--- src/rtl/aes_core_arbiter_pkg.sv ---
// ---------------------------------------------------------------------------
// aes_core_arbiter_pkg
// Shared definitions for the AES core arbiter:
//   state_t            - 2-bit FSM encoding (IDLE, ISSUE, WAIT, DELIVER)
//   ID_TX / ID_RX      - requester identifiers used for owner and `last`
//   TIMEOUT_CYCLES_DEF - default WAIT-cycle budget before a job is aborted
// ---------------------------------------------------------------------------
package aes_core_arbiter_pkg;

   typedef enum logic [1:0] {
      S_IDLE    = 2'd0,
      S_ISSUE   = 2'd1,
      S_WAIT    = 2'd2,
      S_DELIVER = 2'd3
   } state_t;

   localparam logic ID_TX = 1'b0;
   localparam logic ID_RX = 1'b1;

   localparam int TIMEOUT_CYCLES_DEF = 64;

endpackage

--- src/rtl/aes_core_arbiter_rr_arb2.sv ---
// ---------------------------------------------------------------------------
// rr_arb2
// Two-input round-robin grant select with a registered `last` pointer.
// Ports:
//   clk, g_rst  - clock, synchronous active-high reset
//   i_req_tx    - TX request
//   i_req_rx    - RX request
//   i_take      - the selected requester is being granted this cycle
//   o_any       - at least one request present
//   o_id        - selected requester (ID_TX / ID_RX), valid when o_any=1
// ---------------------------------------------------------------------------
module rr_arb2
   import aes_core_arbiter_pkg::*;
(
   input  logic clk,
   input  logic g_rst,
   input  logic i_req_tx,
   input  logic i_req_rx,
   input  logic i_take,
   output logic o_any,
   output logic o_id
);

   logic r_last;

   always_comb begin
      o_any = i_req_tx | i_req_rx;
      if (i_req_tx && i_req_rx)
         o_id = ~r_last;          // tie: whoever was not served last
      else if (i_req_rx)
         o_id = ID_RX;
      else
         o_id = ID_TX;
   end

   // Reset to RX so TX wins the first tie.
   always_ff @(posedge clk) begin
      if (g_rst)
         r_last <= ID_RX;
      else if (i_take)
         r_last <= o_id;
   end

endmodule

--- src/rtl/aes_core_arbiter.sv ---
// ---------------------------------------------------------------------------
// aes_core_arbiter
// Time-shares one AES-128 core between the CAN XL TX path (tag generation)
// and RX path (tag verification). Grants round-robin, issues a one-cycle
// start with the captured block, waits for completion under a timeout and
// returns the result (or an error) to the granted requester only.
// Ports:
//   clk, g_rst                 - clock, synchronous active-high reset
//   tx_req/tx_data             - TX request (level) and plaintext block
//   tx_gnt/tx_valid/tx_err     - TX ownership, result pulse, timeout pulse
//   tx_result                  - TX ciphertext, held until next TX delivery
//   rx_*                       - same set for RX
//   aes_start/aes_datain       - start pulse and block to the core
//   aes_done/aes_dataout       - core completion level and output block
//   busy                       - high in every state except IDLE
// ---------------------------------------------------------------------------
module aes_core_arbiter
   import aes_core_arbiter_pkg::*;
#(
   parameter int TIMEOUT_CYCLES = TIMEOUT_CYCLES_DEF,
   parameter int CNT_W          = 8
)(
   input  logic         clk,
   input  logic         g_rst,
   input  logic         tx_req,
   input  logic [127:0] tx_data,
   output logic         tx_gnt,
   output logic         tx_valid,
   output logic         tx_err,
   output logic [127:0] tx_result,
   input  logic         rx_req,
   input  logic [127:0] rx_data,
   output logic         rx_gnt,
   output logic         rx_valid,
   output logic         rx_err,
   output logic [127:0] rx_result,
   output logic         aes_start,
   output logic [127:0] aes_datain,
   input  logic         aes_done,
   input  logic [127:0] aes_dataout,
   output logic         busy
);

   state_t             r_state, w_next;
   logic               r_owner;
   logic               r_ok;       // DELIVER reports valid (1) or err (0)
   logic [CNT_W-1:0]   r_cnt;
   logic [127:0]       r_datain;
   logic [127:0]       r_tx_res;
   logic [127:0]       r_rx_res;
   logic               w_any;
   logic               w_id;
   logic               w_take;
   logic               w_timeout;

   assign w_take    = (r_state == S_IDLE) && w_any;
   assign w_timeout = (r_cnt == CNT_W'(TIMEOUT_CYCLES - 1));

   rr_arb2 u_rr (
      .clk      (clk),
      .g_rst    (g_rst),
      .i_req_tx (tx_req),
      .i_req_rx (rx_req),
      .i_take   (w_take),
      .o_any    (w_any),
      .o_id     (w_id)
   );

   always_ff @(posedge clk) begin
      if (g_rst)
         r_state <= S_IDLE;
      else
         r_state <= w_next;
   end

   always_comb begin
      w_next    = r_state;
      busy      = 1'b1;
      aes_start = 1'b0;
      tx_gnt    = 1'b0;
      rx_gnt    = 1'b0;
      tx_valid  = 1'b0;
      tx_err    = 1'b0;
      rx_valid  = 1'b0;
      rx_err    = 1'b0;
      case (r_state)
         S_IDLE: begin
            busy = 1'b0;
            if (w_any)
               w_next = S_ISSUE;
         end
         S_ISSUE: begin
            aes_start = 1'b1;
            w_next    = S_WAIT;
         end
         S_WAIT: begin
            // done and timeout together still leaves via DELIVER; r_ok decides
            if (aes_done || w_timeout)
               w_next = S_DELIVER;
         end
         S_DELIVER: begin
            tx_valid = (r_owner == ID_TX) &&  r_ok;
            tx_err   = (r_owner == ID_TX) && !r_ok;
            rx_valid = (r_owner == ID_RX) &&  r_ok;
            rx_err   = (r_owner == ID_RX) && !r_ok;
            w_next   = S_IDLE;
         end
         default: w_next = S_IDLE;
      endcase
      if (r_state != S_IDLE) begin
         tx_gnt = (r_owner == ID_TX);
         rx_gnt = (r_owner == ID_RX);
      end
   end

   always_ff @(posedge clk) begin
      if (g_rst) begin
         r_owner  <= ID_TX;
         r_ok     <= 1'b0;
         r_cnt    <= '0;
         r_datain <= '0;
         r_tx_res <= '0;
         r_rx_res <= '0;
      end else begin
         if (w_take) begin
            r_owner  <= w_id;
            r_datain <= (w_id == ID_RX) ? rx_data : tx_data;
         end
         if (r_state == S_ISSUE)
            r_cnt <= '0;
         else if (r_state == S_WAIT)
            r_cnt <= r_cnt + 1'b1;
         if (r_state == S_WAIT) begin
            if (aes_done) begin
               r_ok <= 1'b1;
               if (r_owner == ID_RX) r_rx_res <= aes_dataout;
               else                  r_tx_res <= aes_dataout;
            end else if (w_timeout) begin
               r_ok <= 1'b0;
               if (r_owner == ID_RX) r_rx_res <= '0;
               else                  r_tx_res <= '0;
            end
         end
      end
   end

   assign aes_datain = r_datain;
   assign tx_result  = r_tx_res;
   assign rx_result  = r_rx_res;

endmodule

--- config.mk ---
export PLATFORM = sky130hd
export DESIGN_NAME = aes_core_arbiter
export DESIGN_NICKNAME = d
export VERILOG_FILES = /design/src/rtl/aes_core_arbiter_pkg.sv /design/src/rtl/aes_core_arbiter_rr_arb2.sv /design/src/rtl/aes_core_arbiter.sv
export SDC_FILE = /design/constraint.sdc
export NUM_CORES = 1
export LEC_CHECK = 0
export ABC_AREA = 1
export CAP_MARGIN = 20
export CORE_AREA = 10 10 300 302
export DETAILED_ROUTE_END_ITERATION = 10
export DIE_AREA = 0 0 310 312
export HOLD_SLACK_MARGIN = 0.03
export RECOVER_POWER = 25
export SKIP_LAST_GASP = 1
export SYNTH_ARGS = -nofsm -noshare
export SYNTH_HDL_FRONTEND = slang
export SYNTH_HIERARCHICAL = 1
export SYNTH_SLANG_ARGS = --single-unit
export TNS_END_PERCENT = 10
--- constraint.sdc ---
create_clock -name clk -period 4.8 [get_ports clk]
set_clock_uncertainty 0.15 [all_clocks]
set_input_delay 0.96 -clock clk [delete_from_list [all_inputs] [get_ports clk]]
set_output_delay 0.96 -clock clk [all_outputs]
set_load 0.01 [all_outputs]
# Word level (Yosys, flattened, before mapping)

Cells that the tools add are included.

Flip-flop bits (word level): 397
Input bits: 389
Output and inout bits: 392
Logic and storage cells: 58

$add $sub $neg: 1
Equality and inequality tests: 6
Mux-type cells: 24
Bitwise operators: 3
Reductions and logical operators: 16

Operator list:

| kind                | count |
|---|---|
| $mux 128            | 9 |
| $mux 1              | 12 |
| $add 8x1->8 const B | 1 |
| $eq 8x6->1 const B  | 1 |
| $pmux 2 s4          | 1 |
| $logic_and 1x1->1   | 6 |
| $reduce_and 3->1    | 2 |
| $eq 2x2->1 const B  | 2 |
| $mux 2              | 2 |
| $ne 2x2->1 const B  | 2 |
| $reduce_and 2->1    | 2 |
| $reduce_bool 2->1   | 2 |
| $eq 2x1->1 const B  | 1 |
| $logic_not 2->1     | 1 |
| $not 1->1           | 2 |
| $reduce_or 2->1     | 1 |
| $logic_not 1->1     | 1 |
| $logic_or 1x1->1    | 1 |
| $or 1x1->1          | 1 |

# Longest topological paths before layout

Depth in word-level cells: 4
Mapped depth: 12
Mapped depth without buffers: 10

# Hierarchy

The synthesis kept the hierarchy.

By module, submodules not included:

| module           | times used | cells each | area each (um^2) | seq. area each (um^2) |
|---|---|---|---|---|
| aes_core_arbiter | 1          | 2906       | 18462.7          | 7927.6 |
| rr_arb2          | 1          | 8          | 55.1             | 20.0 |

# Worst setup path after synthesis

No wires, ideal clock.

Path type: input to register
Start point: input rx_req
End point: register r_datain[85] (netlist: aes_datain[85])
Library setup time: 116 ps
Arrival: 1997 ps
Data required time: 4534 ps
Slack: 2536 ps
Cell stages on the path: 7
Path buffers: 2
Cell sequence: or2_1 -> nand2_1 -> clkinv_1 -> clkbuf_1 -> clkbuf_1 -> o211ai_1 -> inv_1

Elaborated cells on any way between the ends: 6
Those cells by class: 3 x mux; 1 x bitwise; 2 x reduce/logical

RTL lines:

| what                 | RTL line                       | RTL |
|---|---|---|
| from (decl)          | aes_core_arbiter.sv:31         | `input logic rx_req,` |
| $or 1x1->1           | aes_core_arbiter_rr_arb2.sv:27 | `o_any = i_req_tx \| i_req_rx;` |
| $logic_and 1x1->1    | aes_core_arbiter.sv:56         | `assign w_take = (r_state == S_IDLE) && w_any;` |
| net w_take           | aes_core_arbiter.sv:53         | `logic w_take;` |
| to (signal assigned) | aes_core_arbiter.sv:127        | `r_datain <= (w_id == ID_RX) ? rx_data : tx_data;` |
| to (decl)            | aes_core_arbiter.sv:48         | `logic [127:0] r_datain;` |

The timed path passes the listed nets, and every way through them passes these cells.
A chain may end at the register's enable or synchronous reset.

# Final worst setup path

Start point: input rx_req
End point: register r_datain[39] (netlist: aes_datain[39])

Word-level cells in the longest chain between the ends: 3
Elaborated cells on any way between the ends: 6
Those cells by class: 3 x mux; 1 x bitwise; 2 x reduce/logical

RTL lines:

| what                                        | RTL line                                                       | RTL |
|---|---|---|
| $mux 1 or $logic_and 1x1->1 (tied branches) | aes_core_arbiter_rr_arb2.sv:30, aes_core_arbiter_rr_arb2.sv:28 |  |
| $mux 1 *                                    | aes_core_arbiter_rr_arb2.sv:28                                 | `if (i_req_tx && i_req_rx)` |
| net w_id                                    | aes_core_arbiter.sv:52                                         | `logic w_id;` |
| $mux 128 *                                  | aes_core_arbiter.sv:127                                        |  |

The timed path passes the listed nets; every way through them passes the cells marked *.

==> flow_metrics.py <==
metrics = {
    "clock_tree": {
        "cts_made_buffers": 49,
        "worst_skew_late_latency_ps": 590,
        "cts.sink_count": 397,
        "cts_buffer_depth": 3,
        "cts_tree": "done",
        "h-tree-depth": 2,
        "cts.clk_slew.worst_paths_ps": 60,
        "post_cts_hold_buffer_count": 0,
        "cts-resized-gates": 0,
        "cts.repair_timing.setup_buffer_count": 0,
        "clock-root-buffer": "sky130_fd_sc_hd__clkbuf_16",
    },
    "synth": {
        "syn_avg_cell_area_sq_um": 6.35,
        "synthesis.nets": 3308,
        "yosys_register_bits": 397,
        "synth-warning-count": 6,
        "ys_types": 24,
        "synthesis.area_sq_um": 18500,
        "syn_inst": 2914,
        "ys_seq_area_frac": 0.429,
    },
    "layout": {
        "layout.core_utilization": 0.344,
        "layout.cell_area.non_filler_sq_um": 29000,
        "syn2layout_area_growth_pct": 56.7,
        "final_cell_mix": "sky130_fd_sc_hd__nand2_1, sky130_fd_sc_hd__clkdlybuf4s50_1, sky130_fd_sc_hd__inv_1",
        "mostFrequentLayoutCell": "sky130_fd_sc_hd__nand2_1",
        "post_route_cells_drive_above_1_share": 0.0339,
        "nets": 3977,
    },
    "detailed_routing": {
        "drt_iter0_drc": 1091,
        "wl_mm": 85.1,
        "viasPerCell": 4.15,
        "drc": 0,
        "avgRoutedWirePerCell_um": 18.0,
        "route.vias.total": 19598,
        "detailedRoute.firstPassIterationCount": 5,
        "ant_nets": 0,
    },
    "pwr": {
        "leakagePower_nw": 14.2,
        "worst_ir_drop_vdd_mv": 0.389,
        "pwr_density_cell_nw_per_um2": 465,
    },
    "placed_design": {
        "gp_congestion": 0.858,
        "dpl_worst_slack_ps": 1430,
        "io_buffers": 780,
        "placed_area_sq_um": 27300,
        "place.detailed.hpwl_mm": 63.8,
    },
    "job": {
        "cap_violations": 2,
    },
    "floorplan": {
        "floorplan.rows": 107,
        "floorplan.die.width_um": 310,
        "boundaryPins": 781,
        "core_sq_um": 84300,
        "floorplan.initialDensity": 0.220,
        "floorplan.die_area_sq_um": 96700,
        "die_height_um": 312,
    },
    "grt": {
        "grt_max_degree": 140,
        "grtUsageTotal": 0.167,
        "grt_remaining_overflow": 0,
        "first_pass_grt_wire_length_mm": 124,
        "antenna_found_initial": 24,
        "number_of_global_route_vias_before_repair": 18893,
    },
    "worst_setup_path": {
        "r2r_cells": 6,
        "timing.rr.start": "r_owner",
        "worstSetupPathType": "primary input to register",
        "cp_peak_stage_delay_ps": 1410,
        "timing.rr.end": "tx_result[16]",
        "timing.critical_path.cells": "dlygate4sd3_1 -> a21boi_0 -> inv_1 -> nand2_1 -> nand3_1 -> o211ai_1 -> inv_1",
        "path_max_fanout": 59,
        "register_to_register_setup_slack_ps": 1240,
        "crit_path_dat_ps": 4220,
        "cpMaxStageDelayCell": "sky130_fd_sc_hd__inv_1",
        "launching_element_type_of_the_critical_path": "primary input",
        "crit_path_end_kind": "register",
        "critPathMostFrequentCell": "sky130_fd_sc_hd__inv_1",
        "worstPathRequired_ps": 5180,
    },
    "worst_hold_path": {
        "holdPathEnd": "r_cnt[5]",
        "holdCritPathClass": "register to register",
        "min_delay_path_depth": 1,
        "timing.hold.worst.start": "r_cnt[5]",
    },
    "outcome": {
        "status": "complete, but fails checks",
        "violations": "max-capacitance violations, max-slew violations",
    },
    "sta": {
        "final_critical_period_ps": 3830,
        "worst_slew_margin": -0.284,
        "tightestPinTransition_ps": 1930,
        "final-hold-violation-count": 0,
        "max_freq_mhz": 261,
        "grt_setup_unrepaired": "false",
        "post-route-period-util": 0.799,
        "finalWorstSetupSlack_ps": 966,
        "slew_violations": 90,
        "fin_setup_tns_ps": 0,
        "finish_stage_setup_viols": 0,
    },
}
flip-flops by register name, summed over array words and instances, names as in the netlist:
register / count
aes_datain: 128
rx_result: 128
tx_result: 128
r_cnt: 8
r_state: 2
r_ok: 1
r_owner: 1
u_rr/r_last: 1
per-stage QoR:
| step | power (mW) | hold slack, ps | instances |
|---|---|---|---|
| 3_3_place_gp | 9.54 | 309 | 4622 |
| 4_1_cts | 13.7 | 325 | 4713 |
| 2_1_floorplan | 6.97 | 293 | 2914 |
| 5_1_grt | 14.3 | 358 | 4718 |
| 6_report | 13.5 | 322 | 4720 |
| 3_5_place_dp | 9.57 | 319 | 4622 |
cell usage after synthesis:
| cell type | instances | area, sq um |
|---|---|---|
| sky130_fd_sc_hd__nand3_1 | 132 | 661 |
| sky130_fd_sc_hd__buf_2 | 42 | 210 |
| sky130_fd_sc_hd__inv_1 | 583 | 2190 |
| sky130_fd_sc_hd__o211ai_1 | 128 | 961 |
| sky130_fd_sc_hd__nor2_1 | 416 | 1560 |
| sky130_fd_sc_hd__a21boi_1 | 1 | 7.51 |
| sky130_fd_sc_hd__or2_1 | 1 | 6.26 |
| sky130_fd_sc_hd__ha_1 | 5 | 62.6 |
| sky130_fd_sc_hd__or2_2 | 1 | 6.26 |
| sky130_fd_sc_hd__nor3_1 | 5 | 25.0 |
| sky130_fd_sc_hd__clkbuf_1 | 123 | 462 |
| sky130_fd_sc_hd__o21ai_0 | 6 | 30.0 |
| sky130_fd_sc_hd__buf_1 | 23 | 86.3 |
| sky130_fd_sc_hd__nand2_1 | 915 | 3430 |
| sky130_fd_sc_hd__clkinv_1 | 1 | 3.75 |
| sky130_fd_sc_hd__nand3_2 | 2 | 20.0 |
| sky130_fd_sc_hd__nor2_2 | 1 | 6.26 |
| sky130_fd_sc_hd__nand3b_1 | 1 | 7.51 |
| sky130_fd_sc_hd__nand4_1 | 110 | 688 |
| sky130_fd_sc_hd__inv_2 | 2 | 7.51 |
| sky130_fd_sc_hd__a21oi_1 | 11 | 55.1 |
| sky130_fd_sc_hd__dfxtp_1 | 397 | 7950 |
| sky130_fd_sc_hd__nand2_2 | 2 | 12.5 |
| sky130_fd_sc_hd__buf_6 | 6 | 67.6 |
cells by family after synthesis:
kind of cell    Yosys count  share of synthesized area
compound gates          146                     0.0569
fa+ha+maj                 5                    0.00338
buf+inv                 780                      0.163
flops                   397                      0.429
simple gates           1586                      0.347
critical path, delay by kind of cell:
family	cells	cell delay [ps]
buffers and inverters	3	2060
AO/OA/AOI/OAI	2	330
AND/OR/NAND/NOR	2	780
report_power, final:
group,total (mW),switching [mW],internal [mW],leakage [nW]
Clock,4.03,1.59,2.45,0.859
Sequential,4.41,0.399,4.01,3.24
Combinational,5.04,2.81,2.24,10.1
final cells by class:
class	count	area, sq um
clock buffer	69	1420
antenna	7	17.5
inverter	586	2210
sequential	397	7950
timing repair buffer	812	8160
tap	1090	1360
clock inverter	22	327
multi-input combinational	1737	7560
fill	9012	55300
how the worst max path moves through the flow:
stage / startpoint / to / slack, ps / cells after the start
2_1_floorplan: rx_req / aes_datain[85] / 2540 / 7
3_3_place_gp: tx_req / aes_datain[94] / 1460 / 8
3_5_place_dp: tx_req / aes_datain[65] / 1430 / 8
4_1_cts: r_state[1] / tx_valid / 1480 / 4
5_1_grt: rx_req / aes_datain[39] / 700 / 7
6_report: rx_req / aes_datain[39] / 970 / 7
routing by layer:
layer | vias to the layer above | share of wire | GRT usage
li1 | 10048 | - | -
met1 | 8743 | 0.40 | 0.193
met2 | 656 | 0.47 | 0.282
met3 | 133 | 0.10 | 0.0635
met4 | 18 | 0.027 | 0.0531
met5 | - | 0.0015 | 0
Power figures use the tool's default switching activity.
